### src/rtl/freq_meter_pkg.sv
// Purpose: shared state encoding and default gate length for the frequency meter.
// Latency: n/a (types and constants only).
// Backpressure: n/a.
package freq_meter_pkg;

  // Measurement controller states.
  typedef enum logic [1:0] {
    IDLE  = 2'd0,
    GATE  = 2'd1,
    LATCH = 2'd2
  } state_t;

  // 1 s gate window at a 50 MHz clkin.
  localparam int unsigned DEFAULT_GATE_CYCLES = 50_000_000;

endpackage

### src/rtl/edge_sync.sv
// Purpose: two-flop synchroniser for an asynchronous input plus a rising-edge detector.
// Latency: a din rise is reported on rise 3 clkin edges after it is first sampled.
// Backpressure: none; free-running.
// Ports: clkin (clock), rst (sync active-high reset), din (async input),
//        rise (one-cycle pulse per synchronised rising edge of din).
module edge_sync (
  input  logic clkin,
  input  logic rst,
  input  logic din,
  output logic rise
);

  logic sync1;
  logic sync2;
  logic sync3;

  always_ff @(posedge clkin) begin
    if (rst) begin
      sync1 <= 1'b0;
      sync2 <= 1'b0;
      sync3 <= 1'b0;
    end else begin
      sync1 <= din;
      sync2 <= sync1;
      sync3 <= sync2;
    end
  end

  // sync3 is only a delayed copy of sync2 for edge detection.
  assign rise = sync2 & ~sync3;

endmodule

### src/rtl/freq_meter.sv
// Purpose: counts sigin rising edges over a GATE_CYCLES window and measures the sigin period.
// Latency: freq/ovf/valid update on the edge after the last gate cycle; sigin edges lag 3 cycles.
// Backpressure: none; results are overwritten each window, valid is a one-cycle strobe.
// Ports: clkin, rst (sync active-high), en (level enable), sigin (async measured signal),
//        freq (edges in last window), period (clkin cycles between last two rises),
//        valid (pulse with each freq/ovf update), ovf (last window saturated), busy (in GATE).
module freq_meter
  import freq_meter_pkg::*;
#(
  parameter int unsigned GATE_CYCLES = DEFAULT_GATE_CYCLES,
  parameter int unsigned CNT_W       = 32
) (
  input  logic             clkin,
  input  logic             rst,
  input  logic             en,
  input  logic             sigin,
  output logic [CNT_W-1:0] freq,
  output logic [31:0]      period,
  output logic             valid,
  output logic             ovf,
  output logic             busy
);

  localparam int GATE_W = (GATE_CYCLES > 1) ? $clog2(GATE_CYCLES) : 1;
  localparam logic [GATE_W-1:0] GATE_LAST = GATE_W'(GATE_CYCLES - 1);

  state_t             state;
  state_t             state_nxt;
  logic               start_win;
  logic               latch_now;
  logic               rise;
  logic [GATE_W-1:0]  gate_cnt;
  logic [CNT_W-1:0]   edge_cnt;
  logic               win_ovf;
  logic [31:0]        run_cnt;
  logic               seen_edge;

  edge_sync u_edge_sync (
    .clkin (clkin),
    .rst   (rst),
    .din   (sigin),
    .rise  (rise)
  );

  // Next-state logic. start_win marks every entry into GATE so the window
  // counters are cleared on the same edge the gate opens.
  always_comb begin
    state_nxt = state;
    start_win = 1'b0;
    latch_now = 1'b0;
    case (state)
      IDLE: begin
        if (en) begin
          state_nxt = GATE;
          start_win = 1'b1;
        end
      end
      GATE: begin
        if (!en) begin
          state_nxt = IDLE;
        end else if (gate_cnt == GATE_LAST) begin
          state_nxt = LATCH;
        end
      end
      LATCH: begin
        latch_now = 1'b1;
        if (en) begin
          state_nxt = GATE;
          start_win = 1'b1;
        end else begin
          state_nxt = IDLE;
        end
      end
      default: state_nxt = IDLE;
    endcase
  end

  // Window counters and result registers. valid is registered so that it is
  // high in the same cycle the new freq/ovf values are visible.
  always_ff @(posedge clkin) begin
    if (rst) begin
      state    <= IDLE;
      gate_cnt <= '0;
      edge_cnt <= '0;
      win_ovf  <= 1'b0;
      freq     <= '0;
      ovf      <= 1'b0;
      valid    <= 1'b0;
    end else begin
      state <= state_nxt;
      valid <= latch_now;
      if (start_win) begin
        gate_cnt <= '0;
        edge_cnt <= '0;
        win_ovf  <= 1'b0;
      end else if (state == GATE) begin
        gate_cnt <= gate_cnt + 1'b1;
        if (rise) begin
          // A rise arriving with the counter already full is an overflow.
          if (edge_cnt == '1) begin
            win_ovf <= 1'b1;
          end else begin
            edge_cnt <= edge_cnt + 1'b1;
          end
        end
      end
      if (latch_now) begin
        freq <= edge_cnt;
        ovf  <= win_ovf;
      end
    end
  end

  // Period measurement runs independently of the gate window. run_cnt restarts
  // at 1 on a rise so that rises N cycles apart report period = N.
  always_ff @(posedge clkin) begin
    if (rst) begin
      run_cnt   <= '0;
      seen_edge <= 1'b0;
      period    <= '0;
    end else if (!en) begin
      run_cnt   <= '0;
      seen_edge <= 1'b0;
    end else if (rise) begin
      if (seen_edge) begin
        period <= run_cnt;
      end
      run_cnt   <= 32'd1;
      seen_edge <= 1'b1;
    end else if (run_cnt != '1) begin
      run_cnt <= run_cnt + 32'd1;
    end
  end

  assign busy = (state == GATE);

endmodule

### config.mk
export PLATFORM = sky130hd
export DESIGN_NAME = freq_meter
export DESIGN_NICKNAME = d
export VERILOG_FILES = /design/src/rtl/freq_meter_pkg.sv /design/src/rtl/edge_sync.sv /design/src/rtl/freq_meter.sv
export SDC_FILE = /design/constraint.sdc
export NUM_CORES = 1
export LEC_CHECK = 0
export ABC_AREA = 1
export CAP_MARGIN = 20
export CORE_AREA = 2 2 114 161
export CTS_BUF_LIST = sky130_fd_sc_hd__clkbuf_8
export CTS_CLUSTER_DIAMETER = 50
export DETAILED_ROUTE_END_ITERATION = 10
export DIE_AREA = 0 0 116 163
export GPL_TIMING_DRIVEN = 0
export PLACE_DENSITY = 0.64
export SLEW_MARGIN = 30
export SYNTH_ARGS = -nofsm -noshare
export SYNTH_HDL_FRONTEND = slang
export SYNTH_SLANG_ARGS = --single-unit
### constraint.sdc
create_clock -name clkin -period 4.6 [get_ports clkin]
set_clock_uncertainty 0.05 [all_clocks]
set_input_delay 0.92 -clock clkin [delete_from_list [all_inputs] [get_ports clkin]]
set_output_delay 0.92 -clock clkin [all_outputs]
set_load 0.01 [all_outputs]
==> flow_metrics.env <==
export IMPL_cp_top_family="buffers and inverters"
export IMPL_ir_drop_mv=0.147
export IMPL_die_w_um=116
export IMPL_grt_max_degree=17
export IMPL_drv_slew=0
export IMPL_synth_cell_types=34
export IMPL_layout_setup_ws_ns=1.96
export IMPL_synth_simple_gate_area_share_pct=33.1
export IMPL_synthFlopType="dfxtp_1"
export IMPL_synth_xor_area_share_pct=2.48
export IMPL_cts_resized=0
export IMPL_drc=0
export IMPL_yosysMostFrequentCell="nand2_1"
export IMPL_finalCriticalPeriod_ns=2.64
export IMPL_vias=7372
export IMPL_synthMuxAreaShare_pct=0
export IMPL_synth_warnings=0
export IMPL_antenna_left=0
export IMPL_grt_pass1_wl_um=35400
export IMPL_avgSynthCellArea_um2=6.75
export IMPL_drt_iter0_drc=329
export IMPL_totalWireLength_um=22300
export IMPL_area_growth_pct=18.5
export IMPL_status="complete, no violations"
export IMPL_clockBufferDepth=2
export IMPL_synth_compound_area_share_pct=12.7
export IMPL_crit_required_ns=3.63
export IMPL_synth_top_cells_by_count="299 x nand2_1, 176 x nor2_1, 163 x dfxtp_1"
export IMPL_postCtsHoldBufs=0
export IMPL_place_ws_ns=1.49
export IMPL_synth_top_cell_area_share_pct=42.1
export IMPL_synth_cell_area_um2=7760
export IMPL_synth_area_top_cells="dfxtp_1 42%, nand2_1 14%, nor2_1 8.5%"
export IMPL_fp_dieH_um=163
export IMPL_power_density_nw_per_um2=286
export IMPL_cp_num_cells=3
export IMPL_worst_pin_slew_ns=0.692
export IMPL_cts_setup_buffers=0
export IMPL_clk_latency_ns=0.47
export IMPL_power_mw=2.63
export IMPL_power_leakage_nw=3.41
export IMPL_cts_tree="done"
export IMPL_port_buffer_count=70
export IMPL_numCtsBuffers=17
export IMPL_min_period_over_period_pct=57.3
export IMPL_start_util_pct=44.2
export IMPL_r2r_end="run_cnt[31]"
export IMPL_synthAdderAreaFrac_pct=0.484
export IMPL_reg2reg_depth=10
export IMPL_min_path_type="reg2reg"
export IMPL_design_final_nets=1245
export IMPL_fmax_ghz=0.379
export IMPL_synth_top_family_by_area="simple AND/OR/NAND/NOR gates"
export IMPL_synthArstFlopShare_pct=0
export IMPL_postLayoutCoreUtil_pct=52.3
export IMPL_finalSetupTns_ns=0
export IMPL_maxSlewHeadroom_pct=53.9
export IMPL_dieArea_um2=18900
export IMPL_synth_seq_cells=163
export IMPL_hold_viol=0
export IMPL_rows=58
export IMPL_ios=71
export IMPL_synth_nets=1156
export IMPL_holdWs_ns=0.362
export IMPL_crit_buf_inv=2
export IMPL_min_from="u_edge_sync.sync1"
export IMPL_grt_pass1_vias=6965
export IMPL_crit_path_start_kind="flip-flop"
export IMPL_vias_per_cell=4.95
export IMPL_cp_cell_sequence="nand2_2 -> inv_2 -> clkdlybuf4s50_1"
export IMPL_holdPathStages=2
export IMPL_setup_viol=0
export IMPL_synth_seq_area_share_pct=42.1
export IMPL_cts_sinks=163
export IMPL_grt_usage_pct=24.5
export IMPL_fillers=1879
export IMPL_hold_end="u_edge_sync.sync2"
export IMPL_critical_path_class="reg2out"
export IMPL_syn_inst=1149
export IMPL_crit_path_max_incr_delay_ns=0.55
export IMPL_clk_pin_slew_ns=0.08
export IMPL_globalplace_congestion=0.941
export IMPL_reg2reg_slack_ns=2.37
export IMPL_drive_gt1_share_pct=7.04
export IMPL_synth_edf_count=0
export IMPL_gr_total_overflow=0
export IMPL_antenna_found_initial=0
export IMPL_dp_final_hpwl_um=17200
export IMPL_cp_arrival_ns=1.67
export IMPL_routedWlPerCell_um=14.9
export IMPL_max_cap_viol_count=0
export IMPL_r2r_start="run_cnt[0]"
export IMPL_htreeDepth=4
export IMPL_cp_slowest_cell="clkdlybuf4s50_1"
export IMPL_synth_top_area_cell="dfxtp_1"
export IMPL_cts_root_buffer="clkbuf_8"
export IMPL_rsz0062_at_grt="false"
export IMPL_core_um2=17600
export IMPL_critPathMaxFanout=8
export IMPL_firstDrtPassIters=4
export IMPL_diodes=0
export IMPL_endpoint_kind="primary output"
## worst reg2reg max path: cells and delay by family, from the launching register on
| family | cells | cell delay (ns) |
|---|---|---|
| simple gates | 6 | 0.84 |
| buf+inv | 3 | 0.46 |
| flops | 1 | 0.47 |
| fa+ha+maj | 1 | 0.35 |
## logic make-up after synthesis
family	Yosys count
AND/OR/NAND/NOR	606
AO/OA/AOI/OAI	186
buffers and inverters	169
flip-flops	163
XOR/XNOR	22
adder cells (fa/ha/maj)	3
## flip-flops by register name, summed over array words and instances (netlist names), 2 cells and up
signal / count
edge_cnt: 32
state: 2
run_cnt: 32
period: 32
gate_cnt: 26
freq: 32
## per-layer routing
metal | share of wire, % | track usage, % | routed length, um
met1 | 40 | 25.9 | 8850
met2 | 54 | 46.1 | 12000
met3 | 2.5 | 4.35 | 553
met4 | 4.0 | 11.5 | 898
met5 | 0 | 0 | 0
## final cells by class
class,instances,area (um^2),area share (%)
plain buffers,36,210,2.29
clock buffers,18,248,2.69
clock inverters,13,185,2.01
inverters,133,499,5.43
multi-input cells,817,3790,41.2
flip-flops and latches,163,3260,35.5
well taps,240,300,3.27
repair buffers,70,701,7.62
## cells in the final DEF (no fill, tap or decap), types with 9 or more instances in the layout
master,n
nand2_1,299
nor2_1,176
dfxtp_1,163
inv_1,130
a21oi_1,84
o21ai_0,81
clkdlybuf4s50_1,70
nand3_1,69
nor3_1,19
clkbuf_1,18
clkbuf_8,18
nand4_1,14
xor2_1,13
a21oi_2,12
buf_2,9
xnor2_1,9
## report_power, final
| part | switching [mW] | internal (mW) |
|---|---|---|
| logic | 0.0537 | 0.0191 |
| clock network | 0.541 | 0.601 |
| registers | 0.00356 | 1.41 |
## per-stage QoR
step,area (um^2),cells
3_5_place_dp,8760,1459
6_report,9190,1490
3_3_place_gp,8760,1459
2_1_floorplan,7760,1149
5_1_grt,9190,1490
4_1_cts,9190,1490
## worst max-delay path by stage
stage / startpoint / endpoint / slack, ns
final: state[0] / busy / 1.96
after detailed placement: rst / period[30] / 1.49
after global routing: rst / period[24] / 1.80
after floorplan: en / gate_cnt[1] / 2.79
after global placement: rst / freq[23] / 1.49
after CTS: state[0] / busy / 1.93
Power figures use the tool's default switching activity.
